$ cat src/rtl/intra_pkg.sv
// Shared constants for the angular intra row generator: angle tables,
// the invalid-index marker and the sequencer state encoding.
package intra_pkg;

  // Indices 17..31 are invalid.
  localparam logic [4:0] ANG_INVALID = 5'd17;

  // Index 8 is the pure horizontal/vertical direction.
  localparam logic [4:0] ANG_ZERO_IDX = 5'd8;

  // intraPredAngle for angle indices 0..16.
  localparam logic signed [6:0] ANGLE_TABLE [0:16] = '{
    -7'sd2,  -7'sd5,  -7'sd9,  -7'sd13, -7'sd17, -7'sd21, -7'sd26, -7'sd32,
     7'sd0,
     7'sd2,   7'sd5,   7'sd9,   7'sd13,  7'sd17,  7'sd21,  7'sd26,  7'sd32
  };

  // invAngle exists only for negative angles (indices 0..7).
  localparam logic signed [12:0] INV_ANGLE_TABLE [0:7] = '{
    -13'sd4096, -13'sd1638, -13'sd910, -13'sd630,
    -13'sd482,  -13'sd390,  -13'sd315, -13'sd256
  };

  // Sequencer states, kept as plain constants so the encoding is fixed.
  localparam logic [0:0] ST_IDLE = 1'b0;
  localparam logic [0:0] ST_GEN  = 1'b1;

  typedef enum logic [0:0] {
    IDLE = ST_IDLE,
    GEN  = ST_GEN
  } state_e;

endpackage

$ cat src/rtl/intra_angIdx_to_angle.sv
// Combinational decode of the 5-bit angle index into intraPredAngle,
// invAngle and a validity flag.
module intra_angIdx_to_angle
  import intra_pkg::*;
(
  input  logic [4:0]         ang,
  output logic signed [6:0]  angle,
  output logic signed [12:0] inv_angle,
  output logic               valid
);

  logic [4:0] safe_idx;

  // Table lookup; out-of-range indices are steered to the zero-angle entry.
  always_comb begin
    valid     = (ang < ANG_INVALID);
    safe_idx  = valid ? ang : ANG_ZERO_IDX;
    angle     = ANGLE_TABLE[safe_idx];
    inv_angle = (ang < ANG_ZERO_IDX) ? INV_ANGLE_TABLE[ang[2:0]] : '0;
  end

endmodule

$ cat src/rtl/intra_ang_row_gen.sv
// Angular intra row generator: latches the decoded angle for a block, then
// walks N rows emitting (row_y, i_idx, i_fact, row_last) under a
// valid/ready handshake. acc always holds (row_y+1)*angle.
module intra_ang_row_gen
  import intra_pkg::*;
#(
  parameter int MAX_LOG2 = 5,
  parameter int ACC_W    = 12
) (
  input  logic                clk,
  input  logic                rst,
  input  logic                start,
  input  logic [4:0]          ang,
  input  logic [2:0]          log2_size,
  output logic                busy,
  output logic                err,
  output logic signed [6:0]   angle,
  output logic signed [12:0]  inv_angle,
  output logic                row_valid,
  input  logic                row_ready,
  output logic [MAX_LOG2-1:0] row_y,
  output logic signed [6:0]   i_idx,
  output logic [4:0]          i_fact,
  output logic                row_last
);

  localparam int CW = MAX_LOG2 + 1;

  logic [0:0]                state_reg;
  logic                      busy_reg;
  logic                      err_reg;
  logic signed [6:0]         angle_reg;
  logic signed [12:0]        inv_angle_reg;
  logic                      row_valid_reg;
  logic [MAX_LOG2-1:0]       row_y_reg;
  logic [MAX_LOG2-1:0]       n_last_reg;
  logic                      row_last_reg;
  logic signed [ACC_W-1:0]   acc_reg;

  logic signed [6:0]         dec_angle;
  logic signed [12:0]        dec_inv_angle;
  logic                      dec_valid;
  logic                      size_ok;
  logic [CW-1:0]             n_full;
  logic [MAX_LOG2-1:0]       n_last_next;
  logic [MAX_LOG2-1:0]       row_y_next;
  logic                      accept;

  intra_angIdx_to_angle u_dec (
    .ang       (ang),
    .angle     (dec_angle),
    .inv_angle (dec_inv_angle),
    .valid     (dec_valid)
  );

  // Request qualification and next-row helpers.
  always_comb begin
    size_ok     = (log2_size >= 3'd2) && (int'(log2_size) <= MAX_LOG2);
    n_full      = CW'(1) << log2_size;
    n_last_next = MAX_LOG2'(n_full - CW'(1));
    row_y_next  = row_y_reg + MAX_LOG2'(1);
    accept      = row_valid_reg && row_ready;
  end

  // Block sequencer: latch on a legal start, step rows on each handshake.
  always_ff @(posedge clk or posedge rst) begin
    if (rst) begin
      state_reg     <= ST_IDLE;
      busy_reg      <= 1'b0;
      err_reg       <= 1'b0;
      angle_reg     <= '0;
      inv_angle_reg <= '0;
      row_valid_reg <= 1'b0;
      row_y_reg     <= '0;
      n_last_reg    <= '0;
      row_last_reg  <= 1'b0;
      acc_reg       <= '0;
    end else begin
      err_reg <= 1'b0;
      case (state_reg)
        ST_IDLE: begin
          if (start) begin
            if (dec_valid && size_ok) begin
              state_reg     <= ST_GEN;
              busy_reg      <= 1'b1;
              angle_reg     <= dec_angle;
              inv_angle_reg <= dec_inv_angle;
              n_last_reg    <= n_last_next;
              acc_reg       <= {{(ACC_W-7){dec_angle[6]}}, dec_angle};
              row_y_reg     <= '0;
              row_valid_reg <= 1'b1;
              // Smallest block is 4 rows, so row 0 is never the last.
              row_last_reg  <= 1'b0;
            end else begin
              err_reg <= 1'b1;
            end
          end
        end
        ST_GEN: begin
          if (accept) begin
            if (row_y_reg == n_last_reg) begin
              state_reg     <= ST_IDLE;
              busy_reg      <= 1'b0;
              row_valid_reg <= 1'b0;
              row_last_reg  <= 1'b0;
            end else begin
              row_y_reg    <= row_y_next;
              acc_reg      <= acc_reg + {{(ACC_W-7){angle_reg[6]}}, angle_reg};
              row_last_reg <= (row_y_next == n_last_reg);
            end
          end
        end
        default: state_reg <= ST_IDLE;
      endcase
    end
  end

  assign busy      = busy_reg;
  assign err       = err_reg;
  assign angle     = angle_reg;
  assign inv_angle = inv_angle_reg;
  assign row_valid = row_valid_reg;
  assign row_y     = row_y_reg;
  assign row_last  = row_last_reg;
  // Arithmetic shift floors toward minus infinity; low 5 bits are the weight.
  assign i_idx     = 7'(acc_reg >>> 5);
  assign i_fact    = acc_reg[4:0];

endmodule

$ cat config.mk
export PLATFORM = sky130hd
export DESIGN_NAME = intra_ang_row_gen
export DESIGN_NICKNAME = d
export VERILOG_FILES = /design/src/rtl/intra_pkg.sv /design/src/rtl/intra_angIdx_to_angle.sv /design/src/rtl/intra_ang_row_gen.sv
export SDC_FILE = /design/constraint.sdc
export NUM_CORES = 1
export LEC_CHECK = 0
export CAP_MARGIN = 40
export CORE_ASPECT_RATIO = 0.5
export CORE_MARGIN = 1
export CORE_UTILIZATION = 40
export CTS_CLUSTER_DIAMETER = 50
export CTS_CLUSTER_SIZE = 10
export DETAILED_ROUTE_END_ITERATION = 8
export GPL_TIMING_DRIVEN = 0
export PLACE_DENSITY = 0.61
export SLEW_MARGIN = 15
export SYNTH_ARGS = -nofsm -noshare
export SYNTH_HDL_FRONTEND = slang
export SYNTH_HIERARCHICAL = 1
export SYNTH_SLANG_ARGS = --single-unit
$ cat constraint.sdc
create_clock -name clk -period 3 [get_ports clk]
set_clock_uncertainty 0.05 [all_clocks]
set_input_delay 0.3 -clock clk [delete_from_list [all_inputs] [get_ports clk]]
set_output_delay 0.3 -clock clk [all_outputs]
set_load 0.05 [all_outputs]
* Word-level counts from Yosys, hierarchy flattened
Memories as Yosys holds them, arrays and structs flattened. Index checks and enable logic that the tools add are counted.
Operators by class: add/subtract/negate cells 3, order comparisons 6, equal/unequal tests 7, shift operators 1, multiplexer cells 34, bitwise operators 3, reductions and logical operators 7
Operators by type and width (count):
- 2-to-1 mux 12 bit | 4
- 2-to-1 mux 13 bit | 3
- 2-to-1 mux 5 bit | 5
- one-hot mux 12 bit (2 select lines) | 1
- 2-to-1 mux 1 bit | 15
- 2-to-1 mux 7 bit | 2
- adder 12 bit | 1
- == test 5 bit | 2
- one-hot mux 5 bit (2 select lines) | 1
- AND reduction 4 bit | 2
- greater-or-equal comparator 6 bit, second input constant | 1
- inequality test 2 bit, second input constant | 3
- inverter 5 -> 6 bit | 1
- one-hot mux 1 bit (2 select lines) | 3
- AND reduction 3 bit | 2
- adder 5 x 1 -> 5 bit, second input constant | 1
- less-than comparator 5 x 4 -> 1 bit, second input constant | 1
- less-than comparator 5 bit, second input constant | 1
- << shifter 1 x 3 -> 5 bit, first input constant | 1
- subtractor 5 x 1 -> 5 bit, second input constant | 1
- greater-or-equal comparator 4 bit, second input constant | 1
- inequality test 2 x 1 -> 1 bit, second input constant | 2
- inverter 3 -> 4 bit | 1
- greater-or-equal comparator 3 x 2 -> 1 bit, second input constant | 1
- other kinds (3) | 5
Storage, ports and cells: register bits after elaboration 46, memory bits (read-only) 328, input bits 12, output and inout port bits 41, logic and storage cells 72, memories kept 2
Memory list:
- (no name shown) | depth 32, width 7, rd ports 1, clocked after Yosys merged registers in 0, wr ports 0, RTL line intra_angIdx_to_angle.sv:18 | angle = ANGLE_TABLE[safe_idx];
- (no name shown) | depth 8, width 13, rd ports 1, clocked after Yosys merged registers in 0, wr ports 0, RTL line intra_angIdx_to_angle.sv:19 | inv_angle = (ang < ANG_ZERO_IDX) ? INV_ANGLE_TABLE[ang[2:0]] : '0;

* Longest topological paths before layout
depth in word-level cells 9, mapped depth 10, mapped depth without buffers 10

* By module
The synthesis kept the hierarchy.
Modules (own cells, without submodules):
- intra_ang_row_gen | instances 1, cells each 234, area each 2553.7 sq um, seq. area each 1151.1 sq um
- intra_angIdx_to_angle | instances 1, cells each 53, area each 319.1 sq um, seq. area each 0.0 sq um

* Least setup slack after synthesis
No wires, ideal clock.
kind register -> register, start reg angle_reg[6], in the netlist angle[6], end reg acc_reg[11], library setup time 0.123 ns, data arrival time 2.334 ns, data required time 2.827 ns, path slack 0.493 ns, cell stages (with the launch flop) 8, path buffers 0, period minus slack after synthesis 2.507 ns, path through dfrtp_1 > ha_1 > a211o_1 > o2111ai_1 > a31oi_1 > xor2_1 > o21a_1 > o221a_2
Between the ends: word-level cells in the longest chain between the ends 4
RTL lines:
- start, declared | RTL line intra_ang_row_gen.sv:32 | logic signed [6:0] angle_reg;
- start signal, assigned | RTL line intra_ang_row_gen.sv:86 | angle_reg <= dec_angle;
- adder 12 bit | RTL line intra_ang_row_gen.sv:108 | acc_reg <= acc_reg + {{(ACC_W-7){angle_reg[6]}}, angle_reg};
- 2-to-1 mux 12 bit | RTL line intra_ang_row_gen.sv:101 | if (row_y_reg == n_last_reg) begin
- 2-to-1 mux 12 bit | RTL line intra_ang_row_gen.sv:100 | if (accept) begin
- one-hot mux 12 bit (2 select lines) | RTL line intra_ang_row_gen.sv:80 | case (state_reg)
- end signal, assigned | RTL line intra_ang_row_gen.sv:89 | acc_reg <= {{(ACC_W-7){dec_angle[6]}}, dec_angle};
- end signal, assigned | RTL line intra_ang_row_gen.sv:108
- end, declared | RTL line intra_ang_row_gen.sv:38 | logic signed [ACC_W-1:0] acc_reg;
Every way passes these cells. The select of a mux whose other input is x is not followed. A chain may end at the register's enable or synchronous reset.

* Worst setup path after layout
start in ang[1], end reg acc_reg[3]
Between the ends: word-level cells in the longest chain between the ends 9, elaborated cells between the ends (all ways) 12, classes of those cells order compare (1); eq/ne (1); mux (6); bitwise (1); reduce/logical (2); memory (1)
RTL lines:
- start, declared | RTL line intra_ang_row_gen.sv:13 | input logic [4:0] ang,
- less-than comparator 5 bit * | RTL line intra_angIdx_to_angle.sv:16 | valid = (ang < ANG_INVALID);
- named net dec_valid | RTL line intra_ang_row_gen.sv:42 | logic dec_valid;
- 2-to-1 mux 5 bit | RTL line intra_angIdx_to_angle.sv:17 | safe_idx = valid ? ang : ANG_ZERO_IDX;
- inverter 5 -> 6 bit (not written as such) | RTL line intra_angIdx_to_angle.sv:18
- memory read (32 x 7 bit)
- 2-to-1 mux 7 bit (not written as such) (2 in a row) | RTL line intra_angIdx_to_angle.sv:18
- 2-to-1 mux 12 bit | RTL line intra_ang_row_gen.sv:83 | if (dec_valid && size_ok) begin
- 2-to-1 mux 12 bit | RTL line intra_ang_row_gen.sv:82 | if (start) begin
- one-hot mux 12 bit (2 select lines) | RTL line intra_ang_row_gen.sv:80
The timed path passes the listed nets; every way through them passes the cells marked *. The select of a mux whose other input is x is not followed.

==> parameters.txt <==
Parameter                              Value

Timing
  Final-layout worst hold slack ... 0.3008 ns
  Period utilisation layout ... 83.26%
  Setup repair after global routing missed its margin ... no
  Post-layout min period ... 2.498 ns
  Max-slew violation count ... 0
  TNS Setup ... 0 ns
  Transition at the pin with the smallest max-transition slack ... 0.6200 ns
  Setup violation total in the final timing report ... 0
  Max-slew headroom ... 58.66%
  Highest achievable clock rate ... 400.3 MHz
  Total count of hold-check failures in the final report ... 0

Synthesis
  EDFF count, synth ... 0
  Sequential cell area fraction in the yosys report ... 40.07%
  Fraction of registers with async set or reset after synthesis ... 100.0%
  Library cells used by synthesis ... 50
  Most frequently used flop master after synthesis ... dfrtp_1
  Number of cells produced by synthesis ... 287
  Post-synthesis adder-cell area fraction ... 8.101%
  Xor/xnor share of the synthesized area ... 7.012%
  Number of synthesized register bits ... 46
  Dominant combinational cell family by area after synthesis ... compound AO/OA/AOI/OAI gates
  Synth Area in Compound Gates ... 15.90%
  Average cell area after synthesis ... 10.01 sq um
  Synthesis Warnings ... 6
  Mapped Area ... 0.002873 sq mm
  Net count of the mapped netlist ... 317
  Proportion of synthesized area in mux cells ... 9.321%
  Share of synthesized cell area in and, or, nand and nor gates ... 14.37%

Clock network
  Clock latency on the worst-skew pair ... 0.29 ns
  CTS Hold Bufs ... 0
  Clk sinks ... 46
  TritonCTS clock tree ... yes
  Number of clock buffers inserted by TritonCTS ... 5
  H-tree levels ... 2
  CTS root buf ... clkbuf_16
  Clock Path Buffers ... 2
  Count of buffers added by post-CTS timing repair for setup ... 0
  Count of cells resized by post-cts repair ... 0
  Clock input transition at the sequential cells of the worst setup and hold paths ... 0.06 ns

Cells and area
  Max FFs per register ... 13
  Fraction of layout cells with a size suffix above 1 ... 15.56%
  Nets ... 376
  Synth-to-layout area growth ... 28.14%
  Number of antenna diodes ... 0

Die
  Standard cell core area ... 0.006805 sq mm
  Overall die height ... 61.93 um
  Horiz. Die Dim ... 121.9 um
  Starting Density ... 42.21%
  IO Count ... 53
  Number of placement rows ... 21
  Die Outline Area ... 0.007546 sq mm

Power
  Cell Pwr Density ... 1255 mW/mm^2
  Worst IR Drop VDD ... 0.0005835 V
  Total power draw ... 0.004619 W
  LEAKAGE ... 1.620 nW

Global routing
  Grt total ovfl ... 0
  Antenna violations before repair ... 0
  Met1 global-route usage ... 26.03%
  Met3 Use GR ... 4.106%
  GR peak layer ... met2
  Global-route wire length before repair ... 10.84 mm
  Total Routing Usage GR ... 18.99%
  Vias in the first global route ... 2229
  Met2 track demand over resource in global routing ... 30.67%
  Pin count of the biggest net entering global routing ... 26

Detailed routing
  Post-route ant nets ... 0
  Final routed wire length divided by cell count ... 15.10 um
  DRT Pass-1 Iters ... 4
  Number of DRC violations after detailed-routing iteration 0 ... 124
  Routed WL ... 6.627 mm
  Total number of vias ... 2352
  DRC Markers ... 0
  Vias per cell ... 5.358

Placement
  Input/output buffers ... 51
  Routability Congestion ... 0.8067
  Half-perimeter wire length after placement ... 4.945 mm

Critical path
  Type of the worst setup path ... in2reg
  Crit path required time ... 3.16 ns
  Crit start category ... input pin
  Nature of the critical path endpoint ... flop
  Worst-path fanout max ... 10
  Crit path DAT ... 2.66 ns

Flow run
  Max-Cap Viols ... 0

Min path
  Worst min-delay path class ... in2async

Status
  Result of the run ... finished, final reports clean
placed cells by master (no fill, tap or decap), drive strengths merged, types with 2 or more instances in the layout:
cell,instances
xor2,10
and3,2
a21oi,23
a21o,3
nor2,19
o22ai,6
a211oi,5
nor3,3
clkbuf,11
clkdlybuf4s50,51
nor3b,2
mux2,22
dfrtp,46
mux2i,2
nand3,6
inv,12
nand4,4
nor2b,3
xnor2,13
or2,3
o2111ai,2
o21ai,10
and2,5
nand2,22
o221a,4
a31oi,6
ha,17
o211ai,2
buf,12
nand2b,6
metal layers:
layer	routed length, um	part of all wire [%]	vias up
met3	221	3.3	9
li1	-	-	1143
met5	0	0	-
met4	80	1.2	0
met1	3391	51	1150
met2	2934	44	50
logic make-up (layout without fill, tap and decap cells):
family                     count (synthesis)  in the layout
and+or+nand+nor                           80             80
AOI/OAI and AO/OA                         69             69
DFF                                       46             46
buffers and inverters                     27             87
muxes                                     24             24
xor gates and xnor gates                  23             23
adders and majority gates                 18             18
final timing paths:
path                       cells after the start                         to                     start  slack (ns)
min in group clk                               4  n_last_reg[4]$_DFFE_PP0P_              log2_size[1]        0.40
hold / removal                                 2       angle[6]$_DFFE_PP0P_                       rst        0.30
max in group asynchronous                      3   inv_angle[0]$_DFFE_PP0P_                       rst        2.10
hold reg to reg                                1   inv_angle[7]$_DFFE_PP0P_  inv_angle[7]$_DFFE_PP0P_        0.45
setup reg to reg                              10    acc_reg[10]$_DFFE_PP0P_    acc_reg[0]$_DFFE_PP0P_        0.55
setup / recovery                              11     acc_reg[3]$_DFFE_PP0P_                    ang[1]        0.50
cells in the mapped netlist (2+ instances only):
cell	n	share of area, %
buf_4	2	0.52
mux2i_1	2	0.70
o2111ai_1	2	0.61
xnor2_1	13	4.0
nand4_1	4	0.87
nand2b_1	6	1.3
ha_1	17	7.4
xor2_1	10	3.0
inv_1	11	1.4
or2_2	2	0.44
nand3_1	5	0.87
o211ai_1	2	0.52
and2_1	3	0.65
a211oi_1	5	1.3
a21oi_1	23	4.0
nor3b_1	2	0.52
o21ai_0	10	1.7
nor2_1	19	2.5
clkbuf_1	4	0.52
o22ai_1	6	1.3
a31oi_1	6	1.3
and3_1	2	0.44
o221a_2	4	1.6
buf_6	4	1.6
dfrtp_1	46	40
nor2b_1	3	0.65
buf_2	5	0.87
nor3_1	3	0.52
a21o_1	3	0.78
nand2_1	21	2.7
mux2_2	22	8.6
and2_2	2	0.52
worst max-delay path, stage by stage:
cell	delay (ns)
clkdlybuf4s50_1	0.54
nor2_1	0.30
nand2_1	0.11
o21ai_0	0.21
and2_2	0.22
nand3_4	0.14
a22oi_4	0.23
buf_6	0.19
buf_6	0.16
o22ai_1	0.09
a31oi_1	0.17
power breakdown:
part           total, W  internal, W  switching, W
logic           0.00288      0.00115       0.00173
clock network  0.000629     0.000394      0.000235
registers       0.00111     0.000875      0.000236
through the flow:
| step | utilization (%) | worst slack [ns] | cell area (sq um) | cells |
|---|---|---|---|---|
| detailed placement | 51.70 | 0.1996 | 3518 | 431 |
| finish | 54.09 | 0.5021 | 3681 | 439 |
| global placement | 51.41 | 0.2659 | 3498 | 430 |
| CTS | 54.09 | 0.4982 | 3681 | 439 |
| global route | 54.09 | 0.2446 | 3681 | 439 |
| floorplan | - | 0.4934 | 2873 | 287 |
area by class of cell:
cell class	instances	area, sq um
clock buffer	7	132.6
timing repair buffer	52	530.5
sequential	46	1151
fill	634	3124
inverter	12	50.05
buffer	15	100.1
tap	92	115.1
clock inverter	1	30.03
multi-input combinational	214	1572
Note: power is estimated with default switching activity, not from simulation.
